===== src/rtl/dmem_ctrl_if.sv =====
// dmem_ctrl_if: bundles both requester ports (p0 = LSU, p1 = debug/DMA)
// and the single-port data memory bus of dmem_ctrl.
interface dmem_ctrl_if;
  logic        p0_req_valid, p0_req_ready, p0_req_we;
  logic [1:0]  p0_req_size;
  logic [31:0] p0_req_addr, p0_req_wdata;
  logic        p0_rsp_valid, p0_rsp_err;
  logic [31:0] p0_rsp_rdata;

  logic        p1_req_valid, p1_req_ready, p1_req_we;
  logic [1:0]  p1_req_size;
  logic [31:0] p1_req_addr, p1_req_wdata;
  logic        p1_rsp_valid, p1_rsp_err;
  logic [31:0] p1_rsp_rdata;

  logic        mem_we;
  logic [31:0] mem_addr, mem_wdata, mem_rdata;

  // Requester fabric plus memory model side.
  modport master (
    output p0_req_valid, p0_req_we, p0_req_size, p0_req_addr, p0_req_wdata,
    input  p0_req_ready, p0_rsp_valid, p0_rsp_err, p0_rsp_rdata,
    output p1_req_valid, p1_req_we, p1_req_size, p1_req_addr, p1_req_wdata,
    input  p1_req_ready, p1_rsp_valid, p1_rsp_err, p1_rsp_rdata,
    input  mem_we, mem_addr, mem_wdata,
    output mem_rdata
  );

  // Controller side.
  modport slave (
    input  p0_req_valid, p0_req_we, p0_req_size, p0_req_addr, p0_req_wdata,
    output p0_req_ready, p0_rsp_valid, p0_rsp_err, p0_rsp_rdata,
    input  p1_req_valid, p1_req_we, p1_req_size, p1_req_addr, p1_req_wdata,
    output p1_req_ready, p1_rsp_valid, p1_rsp_err, p1_rsp_rdata,
    output mem_we, mem_addr, mem_wdata,
    input  mem_rdata
  );
endinterface


===== src/rtl/dmem_ctrl.sv =====
// dmem_ctrl: two-port round-robin arbiter and access sequencer in front of a
// single-port data memory (combinational read, synchronous word write).
// Optional feature macro: DMEM_CTRL_RMW_EN -- when defined, byte/halfword
// stores run as read-modify-write (ACCESS -> WRITE); when undefined the WRITE
// state does not exist and sub-word stores complete with err=1, no write.
module dmem_ctrl #(
  parameter int MEM_BYTES = 128
) (
  input logic        clk,
  input logic        reset,
  dmem_ctrl_if.slave bus
);

  typedef enum logic [1:0] {
    IDLE   = 2'd0,
    ACCESS = 2'd1,
`ifdef DMEM_CTRL_RMW_EN
    WRITE  = 2'd2,
`endif
    RESP   = 2'd3
  } state_t;

  typedef struct packed {
    logic        owner;
    logic        we;
    logic [1:0]  size;
    logic [31:0] addr;
    logic [31:0] wdata;
  } req_t;

  state_t           state;
  req_t             cur;
  req_t [1:0]       in_req;
  logic             last_grant;
  logic [1:0]       valid, grant, ready;
  logic [1:0]       rsp_valid_q, rsp_err_q;
  logic [1:0][31:0] rsp_rdata_q;

  assign valid     = {bus.p1_req_valid, bus.p0_req_valid};
  assign in_req[0] = {1'b0, bus.p0_req_we, bus.p0_req_size, bus.p0_req_addr, bus.p0_req_wdata};
  assign in_req[1] = {1'b1, bus.p1_req_we, bus.p1_req_size, bus.p1_req_addr, bus.p1_req_wdata};

  assign bus.p0_req_ready = ready[0];
  assign bus.p1_req_ready = ready[1];
  assign bus.p0_rsp_valid = rsp_valid_q[0];
  assign bus.p1_rsp_valid = rsp_valid_q[1];
  assign bus.p0_rsp_rdata = rsp_rdata_q[0];
  assign bus.p1_rsp_rdata = rsp_rdata_q[1];
  assign bus.p0_rsp_err   = rsp_err_q[0];
  assign bus.p1_rsp_err   = rsp_err_q[1];

  // Round-robin: a lone requester wins; on contention the port not granted last wins.
  always_comb begin
    grant[0] = valid[0] & (~valid[1] | last_grant);
    grant[1] = valid[1] & (~valid[0] | ~last_grant);
    ready    = (state == IDLE && !reset) ? grant : 2'b00;
  end

  logic [4:0]  sh;
  logic [31:0] shifted, load_data;
  logic        misalign, acc_err;

  // Decode the captured request: error check and right-aligned load data.
  always_comb begin
    sh       = {cur.addr[1:0], 3'b000};
    shifted  = bus.mem_rdata >> sh;
    case (cur.size)
      2'b00:   load_data = {24'd0, shifted[7:0]};
      2'b01:   load_data = {16'd0, shifted[15:0]};
      default: load_data = shifted;
    endcase
    misalign = (cur.size == 2'b01 && cur.addr[0]) ||
               (cur.size == 2'b10 && cur.addr[1:0] != 2'b00);
    acc_err  = (cur.size == 2'b11) || misalign || (cur.addr >= 32'(MEM_BYTES));
`ifndef DMEM_CTRL_RMW_EN
    // No merge path: any sub-word store is rejected.
    if (cur.we && cur.size != 2'b10) acc_err = 1'b1;
`endif
  end

`ifdef DMEM_CTRL_RMW_EN
  logic [31:0] lane_mask, merged, merged_q;

  // Splice the store bytes into the word currently held in memory.
  always_comb begin
    lane_mask = ((cur.size == 2'b00) ? 32'h0000_00FF : 32'h0000_FFFF) << sh;
    merged    = (bus.mem_rdata & ~lane_mask) | ((cur.wdata << sh) & lane_mask);
  end
`endif

  logic        done, done_err;
  logic [31:0] done_data;

  // Completion: ACCESS finishes unless a merge write follows; WRITE always finishes.
  always_comb begin
    done      = 1'b0;
    done_err  = 1'b0;
    done_data = 32'd0;
    case (state)
      ACCESS: begin
        done_err = acc_err;
        if (!acc_err && !cur.we) done_data = load_data;
`ifdef DMEM_CTRL_RMW_EN
        done = acc_err || !cur.we || cur.size == 2'b10;
`else
        done = 1'b1;
`endif
      end
`ifdef DMEM_CTRL_RMW_EN
      WRITE: done = 1'b1;
`endif
      default: ;
    endcase
  end

  // Memory bus; held low during reset so an interrupted sequence never writes.
  always_comb begin
    bus.mem_we    = 1'b0;
    bus.mem_addr  = 32'd0;
    bus.mem_wdata = 32'd0;
    if (!reset) begin
      case (state)
        ACCESS: begin
          bus.mem_addr = {cur.addr[31:2], 2'b00};
          if (cur.we && cur.size == 2'b10 && !acc_err) begin
            bus.mem_we    = 1'b1;
            bus.mem_wdata = cur.wdata;
          end
        end
`ifdef DMEM_CTRL_RMW_EN
        WRITE: begin
          bus.mem_we    = 1'b1;
          bus.mem_addr  = {cur.addr[31:2], 2'b00};
          bus.mem_wdata = merged_q;
        end
`endif
        default: ;
      endcase
    end
  end

  // Sequencer FSM with registered response outputs.
  always_ff @(posedge clk) begin
    if (reset) begin
      state       <= IDLE;
      last_grant  <= 1'b1;
      cur         <= '0;
      rsp_valid_q <= '0;
      rsp_err_q   <= '0;
      rsp_rdata_q <= '0;
`ifdef DMEM_CTRL_RMW_EN
      merged_q    <= '0;
`endif
    end else begin
      rsp_valid_q <= '0;
      rsp_err_q   <= '0;
      rsp_rdata_q <= '0;
      case (state)
        IDLE: begin
          if (|ready) begin
            cur        <= ready[1] ? in_req[1] : in_req[0];
            last_grant <= ready[1];
            state      <= ACCESS;
          end
        end
        ACCESS: begin
          if (done) state <= RESP;
`ifdef DMEM_CTRL_RMW_EN
          else begin
            merged_q <= merged;
            state    <= WRITE;
          end
`endif
        end
`ifdef DMEM_CTRL_RMW_EN
        WRITE: state <= RESP;
`endif
        RESP:    state <= IDLE;
        default: state <= IDLE;
      endcase
      if (done) begin
        rsp_valid_q[cur.owner] <= 1'b1;
        rsp_err_q[cur.owner]   <= done_err;
        rsp_rdata_q[cur.owner] <= done_data;
      end
    end
  end

endmodule


===== src/flat_wrapper.sv =====
// flat-port wrapper written by rule: the top's interface ports become plain ports
module dmem_ctrl_flat 
#(
  parameter int MEM_BYTES = 128
)
  (clk, reset, bus_p0_req_valid, bus_p0_req_we, bus_p0_req_size, bus_p0_req_addr, bus_p0_req_wdata, bus_p0_req_ready, bus_p0_rsp_valid, bus_p0_rsp_err, bus_p0_rsp_rdata, bus_p1_req_valid, bus_p1_req_we, bus_p1_req_size, bus_p1_req_addr, bus_p1_req_wdata, bus_p1_req_ready, bus_p1_rsp_valid, bus_p1_rsp_err, bus_p1_rsp_rdata, bus_mem_we, bus_mem_addr, bus_mem_wdata, bus_mem_rdata);
  dmem_ctrl_if bus_i ();
  input logic clk;
  input logic reset;
  input wire logic [$bits(bus_i.p0_req_valid)-1:0] bus_p0_req_valid;
  input wire logic [$bits(bus_i.p0_req_we)-1:0] bus_p0_req_we;
  input wire logic [$bits(bus_i.p0_req_size)-1:0] bus_p0_req_size;
  input wire logic [$bits(bus_i.p0_req_addr)-1:0] bus_p0_req_addr;
  input wire logic [$bits(bus_i.p0_req_wdata)-1:0] bus_p0_req_wdata;
  output wire logic [$bits(bus_i.p0_req_ready)-1:0] bus_p0_req_ready;
  output wire logic [$bits(bus_i.p0_rsp_valid)-1:0] bus_p0_rsp_valid;
  output wire logic [$bits(bus_i.p0_rsp_err)-1:0] bus_p0_rsp_err;
  output wire logic [$bits(bus_i.p0_rsp_rdata)-1:0] bus_p0_rsp_rdata;
  input wire logic [$bits(bus_i.p1_req_valid)-1:0] bus_p1_req_valid;
  input wire logic [$bits(bus_i.p1_req_we)-1:0] bus_p1_req_we;
  input wire logic [$bits(bus_i.p1_req_size)-1:0] bus_p1_req_size;
  input wire logic [$bits(bus_i.p1_req_addr)-1:0] bus_p1_req_addr;
  input wire logic [$bits(bus_i.p1_req_wdata)-1:0] bus_p1_req_wdata;
  output wire logic [$bits(bus_i.p1_req_ready)-1:0] bus_p1_req_ready;
  output wire logic [$bits(bus_i.p1_rsp_valid)-1:0] bus_p1_rsp_valid;
  output wire logic [$bits(bus_i.p1_rsp_err)-1:0] bus_p1_rsp_err;
  output wire logic [$bits(bus_i.p1_rsp_rdata)-1:0] bus_p1_rsp_rdata;
  output wire logic [$bits(bus_i.mem_we)-1:0] bus_mem_we;
  output wire logic [$bits(bus_i.mem_addr)-1:0] bus_mem_addr;
  output wire logic [$bits(bus_i.mem_wdata)-1:0] bus_mem_wdata;
  input wire logic [$bits(bus_i.mem_rdata)-1:0] bus_mem_rdata;
  assign bus_i.p0_req_valid = bus_p0_req_valid;
  assign bus_i.p0_req_we = bus_p0_req_we;
  assign bus_i.p0_req_size = bus_p0_req_size;
  assign bus_i.p0_req_addr = bus_p0_req_addr;
  assign bus_i.p0_req_wdata = bus_p0_req_wdata;
  assign bus_p0_req_ready = bus_i.p0_req_ready;
  assign bus_p0_rsp_valid = bus_i.p0_rsp_valid;
  assign bus_p0_rsp_err = bus_i.p0_rsp_err;
  assign bus_p0_rsp_rdata = bus_i.p0_rsp_rdata;
  assign bus_i.p1_req_valid = bus_p1_req_valid;
  assign bus_i.p1_req_we = bus_p1_req_we;
  assign bus_i.p1_req_size = bus_p1_req_size;
  assign bus_i.p1_req_addr = bus_p1_req_addr;
  assign bus_i.p1_req_wdata = bus_p1_req_wdata;
  assign bus_p1_req_ready = bus_i.p1_req_ready;
  assign bus_p1_rsp_valid = bus_i.p1_rsp_valid;
  assign bus_p1_rsp_err = bus_i.p1_rsp_err;
  assign bus_p1_rsp_rdata = bus_i.p1_rsp_rdata;
  assign bus_mem_we = bus_i.mem_we;
  assign bus_mem_addr = bus_i.mem_addr;
  assign bus_mem_wdata = bus_i.mem_wdata;
  assign bus_i.mem_rdata = bus_mem_rdata;
  dmem_ctrl #(.MEM_BYTES(MEM_BYTES)) u_core (.clk(clk), .reset(reset), .bus(bus_i));
endmodule

===== config.mk =====
export PLATFORM = sky130hd
export DESIGN_NAME = dmem_ctrl_flat
export DESIGN_NICKNAME = d
export VERILOG_FILES = /design/src/rtl/dmem_ctrl_if.sv /design/src/rtl/dmem_ctrl.sv /design/src/flat_wrapper.sv
export SDC_FILE = /design/constraint.sdc
export NUM_CORES = 1
export LEC_CHECK = 0
export ABC_CLOCK_PERIOD_IN_PS = 2300
export BUFFER_PORTS_ARGS = -buffer_cell sky130_fd_sc_hd__buf_2
export CORE_MARGIN = 5
export CORE_UTILIZATION = 46
export DETAILED_ROUTE_END_ITERATION = 8
export HOLD_SLACK_MARGIN = 0.15
export PLACE_DENSITY_LB_ADDON = 0.2
export SYNTH_ARGS = -nofsm -noshare
export SYNTH_HDL_FRONTEND = slang
export SYNTH_SLANG_ARGS = --single-unit

===== constraint.sdc =====
create_clock -name clk -period 2.3 [get_ports clk]
set_clock_uncertainty 0.05 [all_clocks]
set_input_delay 0.23 -clock clk [delete_from_list [all_inputs] [get_ports clk]]
set_output_delay 0.23 -clock clk [all_outputs]
set_load 0.005 [all_outputs]

==> metrics <==
final antenna-violating net count 0; Power Density roughly 650 mW/mm²; port bufs about 300; Hold Path Origin bus_mem_rdata[3]; Crit Path Category register to primary output; H-tree Lvls 4; Clock transition at path regs roughly 60 ps; drt first pass iters 5; full die area about 0.015 mm²; ys flop type dfxtp_1; Final Max Tran Viols 0; Post-synth ARST share 0%; WL final ~25000 µm; Die H around 120 µm; # rows between 40 and 50; GRT overflow 0; worst reg-to-reg path cell count 5; cell area after layout slightly below 0.01 mm²; Max VDD drop 470.4 µV; most common cell after layout, fill and taps aside buf_2; Avg Vias per Cell 5.442; DRT iter0 DRCs around 720; pin count of the biggest net entering global routing approximately 70; CP endpoint kind primary output; fmax about 0.41 GHz; CP top delay family simple AND/OR/NAND/NOR gates; Worst Path Buf+Inv 2; outcome complete, but fails checks; setup violators final 32; Nets 1317; first-pass GRT wire length around 37000 µm; DP HPWL roughly 15000 µm; Hold EP u_core.bus.p1_rsp_rdata[3]; initial core utilization roughly 47%; Longest Clk Path Bufs 2; dpl cell area 0.007535 mm²; GP Congestion just over 0.9; fin crit share 106.8%; synth top area cells dfxtp_1, a311oi_1, nand2_1; # DRC 0; total number of vias roughly 7300; failing checks negative setup slack; RSZ-0062 raised after global routing yes; Max stage delay on crit path 580 ps; maxcap violations 0; Clk Latency, worst-skew pair 420 ps; cell taking the most area after synthesis dfxtp_1; CTS buffer count 17; Arrival @ worst endpoint around 2200 ps; Reg-to-Reg End u_core.bus.p1_rsp_rdata[22]; LEAKAGE 4.547 nW; PnR worst setup slack -157.4 ps; r2r setup slk 240 ps; Critical Path, Cell by Cell or4_4, nor2_4, and3_4, buf_12, and3_1, buf_2; core area approximately 0.013 mm²; FILL cells around 830; FF-to-FF Start u_core.cur[54]; Synth Instances a little over 700; # IOs between 300 and 400; vias in the first global route 7358; Final Hold Vio Count 0; CTS tree built; yosys warns 0; Critical Path RT about 2000 ps; Slowest-stage cell, CP or4_4; Seq/Total Area, Yosys a little under half; Routed WL per cell about 19 µm; clock sinks 139; CP startpoint kind register; synthesis-to-finish area growth 63.64%; hold path depth 5; count of cell types in the netlist 40; Final Critical Period 2457 ps; Worst-Margin Slew ~750 ps; HP Class input pin to register; layout cell share with drive strength beyond 1 between 30% and 40%; largest fanout on the critical path 17; Post-Route Utilization between 70% and 80%; Netlist Area Pre-Place ~0.006 mm²; max_slew headroom 49.60%; Yosys top cell area share a little under half; Mean Syn Cell Area 8.304 µm²; Yosys reg bits ~140; most frequent cells in the layout buf_2, dlygate4sd3_1, nand2_1, dfxtp_1, nor2_1; Die Wd ~120 µm; antenna violations before repair 0; GRT Overall Usage 31.18%; number of flops mapped to enable cells by yosys 0; clock root buffer clkbuf_16
## per-stage QoR
step	worst slack, ps	cells	TNS (ps)	power [W]	hold slack (ps)
6_report	-157.4	1334	-3416	0.006345	173.2
3_5_place_dp	190.6	1143	0	0.003382	414.0
3_3_place_gp	218.6	1143	0	0.003376	415.6
5_1_grt	-206.8	1332	-5464	0.006550	189.7
4_1_cts	-89.74	1330	-2438	0.006295	151.7
2_1_floorplan	495.9	717	0	0.003075	301.7
## layer usage
layer	up-vias	part of all wire [%]	GRT usage, %
met3	126	9.1	8.946
met2	453	49	54.04
li1	3354	-	-
met4	0	5.8	19.52
met5	-	0	0
met1	3326	36	33.23
## final cells by class
type	count	area, µm²	area share [%]
repair buffers	474	3241	33.31
multi-input cells	511	2878	29.58
flip-flops and latches	139	2784	28.61
clock buffers	17	425.4	4.372
well taps	172	215.2	2.212
clock inverters	15	165.2	1.698
inverters	4	16.27	0.1672
diodes	2	5.005	0.05144
## registers in the layout, summed over array words and instances (netlist names)
signal / count
u_core.rsp_err_q: 2
u_core.bus.p0_rsp_rdata: 32
u_core.cur: 68
u_core.state: 2
u_core.rsp_valid_q: 2
u_core.last_grant: 1
u_core.bus.p1_rsp_rdata: 32
## worst reg2reg max path: stages, from the launching register on
cell     delay (ps)
dfxtp_2         320
or4_4           580
nor2_4          140
buf_4           130
nand3_2         400
nor3_1          350
## power by group
group | switching [W] | total [W] | leakage, nW | internal [W]
clock | 0.00111 | 0.00272 | 0.283 | 0.00162
sequential | 0.0000739 | 0.00258 | 1.13 | 0.00251
combinational | 0.000531 | 0.00104 | 3.13 | 0.000508
total | 0.00171 | 0.00634 | 4.55 | 0.00463
## cells in the mapped netlist, types with 2 or more instances
cell      instances
nor2_1          109
and3_1           34
buf_4             5
buf_1             6
nor4_1           22
buf_2            19
and2_1           39
mux2i_1          16
nand2b_1          3
nand3_1          12
nor3_1           20
a311oi_1         67
a21oi_1          16
dfxtp_1         139
nand2_1         143
mux2_2            8
clkbuf_1         29
nand2_2           2
buf_6             4
inv_1             2
nor4b_2           2
## repair_timing
item                                    CTS  global route
setup buffers                             2             1
resized for setup                         4             1
pin swaps                                 2             0
cloned                                    0             1
hold buffers                            153             0
endpoints found under the hold margin    93             0
endpoints found under the setup margin   33            32
## kinds of logic after synthesis
| kind of cell | count (synthesis) | share of synthesized area (%) |
|---|---|---|
| other | 1 | 0.06307 |
| DFF | 139 | 46.80 |
| muxes | 24 | 4.209 |
| and+or+nand+nor | 397 | 31.59 |
| buffers and inverters | 67 | 5.471 |
| AOI/OAI and AO/OA | 88 | 11.87 |
## how the worst max path moves through the flow
| stage | startpoint | to | slack, ps | cells past startpoint |
|---|---|---|---|---|
| final | u_core.cur[54] | bus_mem_wdata[30] | -160 | 6 |
| after global routing | u_core.cur[54] | bus_mem_wdata[30] | -210 | 6 |
| after CTS | u_core.cur[54] | bus_mem_wdata[29] | -90 | 6 |
| after detailed placement | u_core.cur[48] | bus_mem_wdata[29] | 190 | 6 |
| after global placement | u_core.cur[48] | bus_mem_wdata[27] | 220 | 6 |
| after floorplan | u_core.cur[54] | bus_mem_wdata[24] | 500 | 6 |
No activity file was read; power rests on OpenSTA's default activity.
